## config.mk

```make
export PLATFORM = sky130hd
export DESIGN_NAME = light_mode_controller
export DESIGN_NICKNAME = d
export VERILOG_FILES = /design/src/rtl/light_mode_controller.sv
export SDC_FILE = /design/constraint.sdc
export NUM_CORES = 1
export LEC_CHECK = 0
export ABC_AREA = 1
export CORE_ASPECT_RATIO = 0.7
export CORE_MARGIN = 8
export CORE_UTILIZATION = 54
export DETAILED_ROUTE_END_ITERATION = 7
export GPL_TIMING_DRIVEN = 1
export PLACE_DENSITY = 0.76
export SYNTH_ARGS = -nofsm -noshare
export SYNTH_HDL_FRONTEND = slang
export SYNTH_SLANG_ARGS = --single-unit
```

## constraint.sdc

```tcl
create_clock -name clk -period 3.35 [get_ports clk]
set_input_delay 1.005 -clock clk [delete_from_list [all_inputs] [get_ports clk]]
set_output_delay 1.005 -clock clk [all_outputs]
set_load 0.03 [all_outputs]
```

## src/rtl/light_mode_controller.sv

```systemverilog
// Button-stepped colour selector with white, static, blink and linear-fade output modes.
// All outputs are registered; the colour target is a lookup from the current index.
module light_mode_controller #(
  parameter int unsigned CH_W      = 8,
  parameter int unsigned BLINK_CYC = 16,
  parameter int unsigned FADE_STEP = 1
) (
  input  logic              clk,
  input  logic              rst,
  input  logic [1:0]        mode,
  input  logic              button,
  output logic [3*CH_W-1:0] light,
  output logic [2:0]        colour_idx,
  output logic              busy
);

  localparam int unsigned LIGHT_W = 3 * CH_W;
  localparam int unsigned CNT_W   = (BLINK_CYC > 1) ? $clog2(BLINK_CYC) : 1;

  localparam logic [CH_W-1:0]  CH_MAX   = '1;
  localparam logic [CH_W-1:0]  CH_ZERO  = '0;
  localparam logic [CNT_W-1:0] CNT_LAST = CNT_W'(BLINK_CYC - 1);
  localparam logic [CH_W:0]    STEP     = (CH_W + 1)'(FADE_STEP);
  localparam logic [2:0]       IDX_LAST = 3'd5;

  localparam logic [1:0] MODE_WHITE  = 2'd0;
  localparam logic [1:0] MODE_STATIC = 2'd1;
  localparam logic [1:0] MODE_BLINK  = 2'd2;
  localparam logic [1:0] MODE_FADE   = 2'd3;

  logic               button_q;
  logic [CNT_W-1:0]   blink_cnt;
  logic               blink_on;

  logic [LIGHT_W-1:0] target;
  logic [LIGHT_W-1:0] light_n;
  logic [2:0]         colour_idx_n;
  logic               busy_n;
  logic [CNT_W-1:0]   blink_cnt_n;
  logic               blink_on_n;

  // One fade step for a single channel; widened by one bit so the sums cannot wrap.
  function automatic logic [CH_W-1:0] fade_ch(input logic [CH_W-1:0] cur,
                                               input logic [CH_W-1:0] tgt);
    logic [CH_W:0] c;
    logic [CH_W:0] t;
    logic [CH_W:0] res;
    c   = {1'b0, cur};
    t   = {1'b0, tgt};
    res = c;
    if (c < t) begin
      res = ((c + STEP) > t) ? t : (c + STEP);
    end else if (c > t) begin
      res = (c < (t + STEP)) ? t : (c - STEP);
    end
    return CH_W'(res);
  endfunction

  // State register
  always_ff @(posedge clk) begin
    if (!rst) begin
      light      <= '0;
      colour_idx <= 3'd0;
      busy       <= 1'b0;
      button_q   <= 1'b0;
      blink_cnt  <= '0;
      blink_on   <= 1'b1;
    end else begin
      light      <= light_n;
      colour_idx <= colour_idx_n;
      busy       <= busy_n;
      button_q   <= button;
      blink_cnt  <= blink_cnt_n;
      blink_on   <= blink_on_n;
    end
  end

  // Colour index to {R,G,B} target
  always_comb begin
    target = '0;
    case (colour_idx)
      3'd0:    target = {CH_MAX,  CH_ZERO, CH_ZERO};
      3'd1:    target = {CH_MAX,  CH_MAX,  CH_ZERO};
      3'd2:    target = {CH_ZERO, CH_MAX,  CH_ZERO};
      3'd3:    target = {CH_ZERO, CH_MAX,  CH_MAX};
      3'd4:    target = {CH_ZERO, CH_ZERO, CH_MAX};
      3'd5:    target = {CH_MAX,  CH_ZERO, CH_MAX};
      default: target = '0;
    endcase
  end

  // Next-state: index stepping, blink timing, per-mode light and busy
  always_comb begin
    colour_idx_n = colour_idx;
    blink_cnt_n  = '0;
    blink_on_n   = 1'b1;
    light_n      = light;
    busy_n       = 1'b0;

    if (button && !button_q) begin
      colour_idx_n = (colour_idx == IDX_LAST) ? 3'd0 : colour_idx + 3'd1;
    end

    if (mode == MODE_BLINK) begin
      if (blink_cnt == CNT_LAST) begin
        blink_cnt_n = '0;
        blink_on_n  = ~blink_on;
      end else begin
        blink_cnt_n = blink_cnt + CNT_W'(1);
        blink_on_n  = blink_on;
      end
    end

    case (mode)
      MODE_WHITE:  light_n = '1;
      MODE_STATIC: light_n = target;
      MODE_BLINK:  light_n = blink_on ? target : '0;
      MODE_FADE: begin
        for (int c = 0; c < 3; c++) begin
          light_n[c*CH_W +: CH_W] = fade_ch(light[c*CH_W +: CH_W], target[c*CH_W +: CH_W]);
        end
      end
      default:     light_n = light;
    endcase

    busy_n = (mode == MODE_FADE) && (light_n != target);
  end

endmodule

```

## Word-level counts from Yosys, hierarchy flattened

Cells that the tools add are included.

| operators by class | value |
|---|---|
| $add $sub $neg | 11 |
| $lt $le $gt $ge | 12 |
| equal/unequal tests | 10 |
| mux-type cells | 16 |
| bitwise gates (word level) | 3 |
| reductions and logical operators | 7 |

Operators by type and width:

| operator | count |
|---|---|
| 24-bit case mux with 6 select lines | 1 |
| 8-bit two-way mux | 12 |
| 24-bit case mux with 4 select lines | 1 |
| 8-bit by 1-bit adder with 9-bit output (second input constant) | 6 |
| 9-bit by 8-bit greater-than comparator with 1-bit output | 3 |
| 8-bit by 9-bit less-than comparator with 1-bit output | 3 |
| 8-bit greater-than comparator | 3 |
| 8-bit less-than comparator | 3 |
| 24-bit two-way mux | 1 |
| 24-bit inequality test | 1 |
| 8-bit by 1-bit subtractor with 8-bit output (second input constant) | 3 |
| 3-bit by 2-bit == test with 1-bit output (second input constant) | 2 |
| 3-bit == test (second input constant) | 2 |
| 4-bit by 1-bit adder with 4-bit output (second input constant) | 1 |
| 2-bit == test (second input constant) | 2 |
| 4-bit == test (second input constant) | 1 |
| 3-bit by 1-bit adder with 3-bit output (second input constant) | 1 |
| 3-bit by 1-bit == test with 1-bit output (second input constant) | 1 |
| 3-bit zero test | 1 |
| 3-bit two-way mux | 1 |
| 1-bit NOT | 3 |
| 3-bit OR reduction | 1 |
| 2-bit by 1-bit == test with 1-bit output (second input constant) | 1 |
| 1-bit logical AND | 2 |
| other kinds (3) | 3 |

| storage, ports and cells | value |
|---|---|
| flip-flop bits (word level) | 34 |
| output and inout bits | 28 |
| logic and storage cells | 65 |

## Depth between registers and ports, before layout

Gate-level depths: netlist of run 1.

| depth | value |
|---|---|
| word-level depth | 10 |
| depth in mapped cells | 27 |
| depth with buffers taken out | 26 |

## Worst setup path before layout of run 1

OpenSTA, ideal clock, no wires.

| timing path | value |
|---|---|
| path type | register -> register |
| from | reg colour_idx[2] |
| to | reg busy |
| arrival | 3.168 ns |
| setup slack | 0.069 ns |
| stages on the path, launching flop included | 20 |
| buffers on the path | 1 |
| clock period less this slack | 3.281 ns |
| path through | dfxtp_1 -> inv_2 -> ha_1 -> a21oi_4 -> ha_1 -> inv_1 -> nand2_1 -> nor2_1 -> nand3_1 -> buf_2 -> nor2_1 -> nor2_1 -> a21oi_1 -> nand2_1 -> a21oi_1 -> nand3_2 -> nand2_1 -> nand2_1 -> inv_1 -> a21oi_2 |

| on the way | value |
|---|---|
| longest elaborated chain between the ends | 10 |

RTL lines:

| what | RTL line | source |
|---|---|---|
| start: declaration | 13 | `output logic [2:0] colour_idx,` |
| start signal: assignment | 70 | `colour_idx <= colour_idx_n;` |
| 3-bit == test (tied with other cells) | 81 | `case (colour_idx)` |
| 24-bit case mux with 6 select lines (*) | 81 |  |
| 8-bit by 1-bit adder with 9-bit output | 54 | `res = (c < (t + STEP)) ? t : (c - STEP);` |
| 8-bit by 9-bit less-than comparator with 1-bit output | 54 |  |
| 8-bit two-way mux | 54 |  |
| 8-bit two-way mux | 53 | `end else if (c > t) begin` |
| 8-bit two-way mux | 51 | `if (c < t) begin` |
| 24-bit case mux with 4 select lines | 114 | `case (mode)` |
| 24-bit inequality test (*) | 126 | `busy_n = (mode == MODE_FADE) && (light_n != target);` |
| 1-bit logical AND (*) | 126 |  |
| end signal: assignment | 71 | `busy <= busy_n;` |
| end: declaration | 14 | `output logic busy` |

Mark *: on every way between the ends. The rest lies on a longest branch, timed or not.
A chain may end at the register's enable or synchronous reset.

## Worst setup path after layout of run 1

| timing path | value |
|---|---|
| from | reg light[17] |
| to | reg busy |

| on the way | value |
|---|---|
| longest elaborated chain between the ends | 7 |

RTL lines:

| what | RTL line | source |
|---|---|---|
| start: declaration | 12 | `output logic [3*CH_W-1:0] light,` |
| start signal: assignment | 69 | `light <= light_n;` |
| 8-bit by 1-bit adder with 9-bit output (tied with other cells) | 52 | `res = ((c + STEP) > t) ? t : (c + STEP);` |
| 9-bit by 8-bit greater-than comparator with 1-bit output or 8-bit two-way mux (tied branches) | 52, 54 |  |
| 8-bit two-way mux, on equally long branches | 52, 53 |  |
| 8-bit two-way mux (*) | 51 |  |
| 24-bit case mux with 4 select lines (*) | 114 |  |
| 24-bit inequality test (*) | 126 |  |
| 1-bit logical AND (*) | 126 |  |

Marked as above.

==> results of run 1 <==
## power by group
| group | switching [W] | leakage, nW | internal, W | total [W] |
|---|---|---|---|---|
| registers | 0.0000878 | 0.283 | 0.000455 | 0.000543 |
| clock network | 0.000165 | 0.0739 | 0.000294 | 0.000459 |
| logic | 0.00130 | 2.65 | 0.000731 | 0.00203 |
| total | 0.00155 | 3.01 | 0.00148 | 0.00303 |
## cells by family (layout without fill, tap and decap cells)
logic type | after synthesis | count (layout) | share of synthesized area (%)
flops | 34 | 34 | 14.4
xor+xnor | 21 | 21 | 3.88
buf+inv | 122 | 171 | 10.3
compound gates | 106 | 108 | 12.8
simple gates | 463 | 463 | 42.2
fa+ha+maj | 62 | 62 | 16.4
## layout make-up
type | instances | area share, %
multi-input combinational | 654 | 65.6
sequential | 34 | 12.5
timing repair buffer | 56 | 9.10
inverter | 107 | 7.35
tap | 120 | 2.73
clock buffer | 7 | 2.59
clock inverter | 1 | 0.0910
## worst max path at each step
| stage | startpoint | cells past startpoint | slack (ns) | end |
|---|---|---|---|---|
| after floorplan | colour_idx[2]$_SDFFE_PN0P_ | 19 | 0.07 | busy$_SDFF_PN0_ |
| after global placement | colour_idx[0]$_SDFFE_PN0P_ | 19 | 0.20 | busy$_SDFF_PN0_ |
| after detailed placement | colour_idx[0]$_SDFFE_PN0P_ | 19 | 0.17 | busy$_SDFF_PN0_ |
| after CTS | colour_idx[0]$_SDFFE_PN0P_ | 19 | 0.16 | busy$_SDFF_PN0_ |
| after global routing | light[20]$_SDFF_PN0_ | 19 | -0.02 | busy$_SDFF_PN0_ |
| final | light[17]$_SDFF_PN0_ | 23 | 0.27 | busy$_SDFF_PN0_ |
## repair_timing
action | CTS | global route
setup buffers | 0 | 2
resized for setup | 0 | 11
setup endpoints to repair | 0 | 1
## metrics by stage
stage	hold WS, ns	power [W]	TNS, ns	std cells	utilization (%)
after global placement	0.428	0.00249	0	967	62.4
after floorplan	0.418	0.00203	0	808	-
after global routing	0.467	0.00332	-0.0240	979	64.8
final	0.449	0.00303	0	979	64.8
after detailed placement	0.441	0.00252	0	967	62.4
after CTS	0.451	0.00299	0	975	64.1
## state kept, by name (all words and copies together), names as in the netlist
register / flops
blink_cnt: 4
blink_on: 1
busy: 1
button_q: 1
colour_idx: 3
light: 24
## cell usage in the layout, fill, tap and decap left out, drive strengths merged, types with 8 or more instances in the layout
cell type        n
a21oi           76
buf             24
clkdlybuf4s50   32
dfxtp           34
ha              62
inv            106
nand2          280
nand3           68
nor2            95
nor3             8
o21ai           25
xor2            17
## metal layers
layer | GRT usage, % | vias up | routed length [µm]
li1 | - | 2676 | -
met1 | 30.7 | 2357 | 6470
met2 | 33.1 | 185 | 5670
met3 | 3.71 | 15 | 1170
met4 | 4.33 | 0 | 103
met5 | 0 | - | 0
==> impl_metrics.ini, run 1 <==
[clock_network]
cts.sinks = 34
insertion_delay_ns = 0.28
numCtsBuffers = 5
root_buffer = clkbuf_16
cts.path.max_buffers = 2
cts_hold_buf = 0
htreeDepth = 2
cts_tree = yes
cts.clk_slew.worst_paths_ns = 0.05

[placed_design]
post-place-ws_ns = 0.174
io_buffers = 32
gp_congestion = 0.946
post_dp_cell_area_mm2 = 0.00529
dp_hpwl_um = 10300

[power]
p_leak_nw = 3.01
power.density_mw_per_mm2 = 552
ir_drop_v = 0.000273

[floorplan]
rows = 28
fp.dieH_um = 94.4
start_util_pct = 55.9
core_area_mm2 = 0.00848
pin_count = 33
die-area_mm2 = 0.0121
die_x_um = 128

[synth]
synth_ff_type = dfxtp_1
synth-edff-count = 0
synth_common_cells = nand2_1, inv_1, nor2_1
synth_nets = 875
synthDistinctLibCells = 39
async_reset_ff_share_pct = 0
synth_area_leader_cell = nand2_1
synth_most_common_cell = nand2_1
syn_inst = 808
netlist_area_mm2 = 0.00474
yosysWarnings = 0
netlist.area_leader.share_pct = 21.2
ys_ff_latch = 34
synthTopCellsByArea = nand2_1, ha_1, dfxtp_1
syn_avg_cell_area_um2 = 5.86
ys_seq_area_share_pct = 14.4

[status]
status = completed

[critical_path]
criticalPathCategory = flop to flop
crit_required_ns = 3.52
end_kind = flop
worstPathMaxFanout = 8
critPathBufInv = 3
cpLargestDelayFamily = simple AND/OR/NAND/NOR gates
cpMaxStageDelayCell = dfxtp_1
crit_path_start_kind = flop
reg2reg_to = busy$_SDFF_PN0_
cp_cell_sequence = ha_1 -> nand2_1 -> nor2_2 -> inv_1 -> nor2_2 -> nand2_1 -> xor2_1 -> inv_1 -> ha_1 -> nand2_1 -> inv_1 -> nand3_1 -> nand3b_1 -> nand2_2 -> nand2_4 -> o21ai_0 -> nand2_1 -> nand2_1 -> nand2_1 -> o21ai_0 -> nand3_1 -> nand2_1 -> a21oi_2
cp_data_arrival_time_ns = 3.26
regToRegSetupSlack_ns = 0.27
path_common_cell = nand2_1
worstRegToRegCells = 23
rr_startpoint = light[17]$_SDFF_PN0_
worst_path_largest_cell_delay_ns = 0.34

[drt]
wl_per_cell_um = 13.7
vias = 5233
ant_nets = 0
drtIter0Drc = 636
avgViaCountPerCell = 5.35
route.detailed.drc = 0
drt_wl_total_um = 13400
dr.pass1.iters = 5

[timing]
finalSetupViolCount = 0
tightest_slew_ns = 0.512
fin_crit_sh_pct = 92.0
hold_violations = 0
layout_setup_ws_ns = 0.268
max_freq_mhz = 324
report.final.slew_viol_count = 0
relSlewSlack_pct = 65.7
finalCriticalPeriod_ns = 3.08
clock_skew_ns = 0.00386

[flow_run]
cap_violations = 0

[grt]
grt_pass1_wl_um = 21700
grt_pass1_vias = 4648
grt_overflow = 0
grt_usage_pct = 21.5
grt_max_degree = 26
antenna_found_initial = 0

[final_layout]
num-fill-cells = 791
fin_area_mm2 = 0.00550
multi_input_area_mm2 = 0.00361
regArea_um2 = 688
syn2layout_area_growth_pct = 16.0
antenna_cells = 0
drive_above_1_share_pct = 10.9
nNetsFinal = 925

[min_path]
hp-class = flop to flop
min_path_cells = 1
min_to = blink_cnt[0]$_SDFF_PP0_
min_from = blink_cnt[0]$_SDFF_PP0_
Note: power is estimated with default switching activity, not from simulation.
==> inputs of run 2 (changes only) <==
==> constraint.sdc (replaced) <==
create_clock -name clk -period 3.35 [get_ports clk]
set_input_delay 0.67 -clock clk [delete_from_list [all_inputs] [get_ports clk]]
set_output_delay 0.67 -clock clk [all_outputs]
set_load 0.03 [all_outputs]
==> impl_metrics.ini, run 2 (synthesized netlist as in run 1, its figures left out) <==
[flow_run]
cap_violations = 0

[critical_path]
crit_required_ns = 3.52
criticalPathCategory = flop to flop
end_kind = flop
crit_path_start_kind = flop
worstPathMaxFanout = 13
cp_data_arrival_time_ns = 3.31

[floorplan]
core_area_mm2 = 0.00848
rows = 28
die_x_um = 128
die-area_mm2 = 0.0121
fp.dieH_um = 94.4
pin_count = 33
start_util_pct = 55.9

[power]
power.total_w = 0.00304
power.density_mw_per_mm2 = 551
p_leak_nw = 3.02
pwr-share-seq_pct = 17.9
swShare_pct = 51.1
power_switching_w = 0.00155
p_clk_share_pct = 14.4
ir_drop_v = 0.000365
combPwrFrac_pct = 67.7
internal-power_w = 0.00149

[grt]
antenna_found_initial = 0
grt_max_degree = 26
top_usage_layer = met2
grt_pass1_vias = 4570
use_met1_pct = 30.9
grtUsageMet2_pct = 34.5
grt_usage_pct = 21.6
grt.met3_usage_pct = 2.53
grt_overflow = 0
grt_pass1_wl_um = 21700

[placed_design]
post_dp_cell_area_mm2 = 0.00529
dp_hpwl_um = 10400
gp_congestion = 0.939
io_buffers = 32

[drt]
dr.pass1.iters = 5
route.detailed.drc = 0
drt_wl_total_um = 13300
wl_per_cell_um = 13.6
avgViaCountPerCell = 5.34
vias = 5228
drtIter0Drc = 454
ant_nets = 0

[timing]
fin_crit_sh_pct = 93.7
clock_skew_ns = 0.00442
hold_violations = 0
tightest_slew_ns = 0.488
finalSetupViolCount = 0
max_freq_mhz = 319
finalCriticalPeriod_ns = 3.14
report.final.slew_viol_count = 0
timing.hold.ws_ns = 0.444
relSlewSlack_pct = 67.3

[final_layout]
fin_area_mm2 = 0.00553
mostFrequentLayoutCells = nand2_1, inv_1, nor2_1
final_common_cell = nand2_1
largest_reg_flops = 24
syn2layout_area_growth_pct = 16.6
largestRegisters = light (24), blink_cnt (4), colour_idx (3)
antenna_cells = 0
top_register = light
nNetsFinal = 927
drive_above_1_share_pct = 10.9

[clock_network]
cts.sinks = 34
htreeDepth = 2
cts.path.max_buffers = 2
cts_tree = yes
cts_hold_buf = 0
numCtsBuffers = 5
root_buffer = clkbuf_16
insertion_delay_ns = 0.27
cts.clk_slew.worst_paths_ns = 0.05

[min_path]
hp-class = flop to flop

[status]
status = completed
-- run 2: metrics by stage --
| step | std cells | utilization [%] | setup slack, ns | setup TNS [ns] |
|---|---|---|---|---|
| final | 979 | 65.2 | 0.211 | 0 |
| after global routing | 979 | 65.2 | -0.0115 | -0.0115 |
| after CTS | 973 | 64.0 | 0.168 | 0 |
| after detailed placement | 967 | 62.4 | 0.174 | 0 |
| after global placement | 967 | 62.4 | 0.220 | 0 |
| after floorplan | 808 | - | 0.0689 | 0 |
-- run 2: worst max-delay path, cell delays in order, from the launching register on --
cell	delay [ns]
dfxtp_1	0.41
inv_2	0.12
nand2_1	0.10
nand2_2	0.11
a21oi_2	0.32
buf_4	0.18
ha_1	0.22
nand2_1	0.07
nor2_1	0.05
nand2_1	0.12
and2_1	0.44
nor2_1	0.08
a21oi_1	0.15
nand2_1	0.11
nand2_1	0.09
nand2_1	0.07
nor2_1	0.11
nand3_2	0.06
nand2_1	0.06
nand2_1	0.06
inv_1	0.06
a21oi_2	0.04
-- run 2: worst paths after layout --
check / from / end / slack, ns / cells after the start
setup / recovery: colour_idx[1]$_SDFFE_PN0P_ / busy$_SDFF_PN0_ / 0.21 / 21
hold / removal: blink_cnt[0]$_SDFF_PP0_ / blink_cnt[0]$_SDFF_PP0_ / 0.44 / 1
setup reg to reg: colour_idx[1]$_SDFFE_PN0P_ / busy$_SDFF_PN0_ / 0.21 / 21
hold reg to reg: blink_cnt[0]$_SDFF_PP0_ / blink_cnt[0]$_SDFF_PP0_ / 0.44 / 1
-- run 2: per-layer routing --
layer / up-vias / share of wire (%)
li1: 2677 / -
met1: 2329 / 48
met2: 210 / 43
met3: 12 / 8.3
met4: 0 / 0.56
met5: - / 0
-- run 2: layout make-up --
| class | count | area (µm²) |
|---|---|---|
| Clock buffer | 6 | 139 |
| Fill cell | 784 | 2950 |
| Inverter | 107 | 408 |
| Multi-Input combinational cell | 653 | 3610 |
| Sequential cell | 34 | 687 |
| Tap cell | 120 | 150 |
| Timing Repair Buffer | 59 | 536 |
-- run 2: power by group through the flow --
stage | clock network (W) | logic (W) | registers, W
2_1_floorplan | 0 | 0.00142 | 0.000615
3_3_place_gp | 0 | 0.00194 | 0.000545
3_5_place_dp | 0 | 0.00198 | 0.000547
4_1_cts | 0.000448 | 0.00199 | 0.000538
5_1_grt | 0.000467 | 0.00232 | 0.000548
6_report | 0.000438 | 0.00206 | 0.000544
-- run 2: repair_timing --
item / 4_1_cts / 5_1_grt
setup endpoints to repair: 0 / 1
gates resized for setup: 0 / 12
buffers inserted: 0 / 5
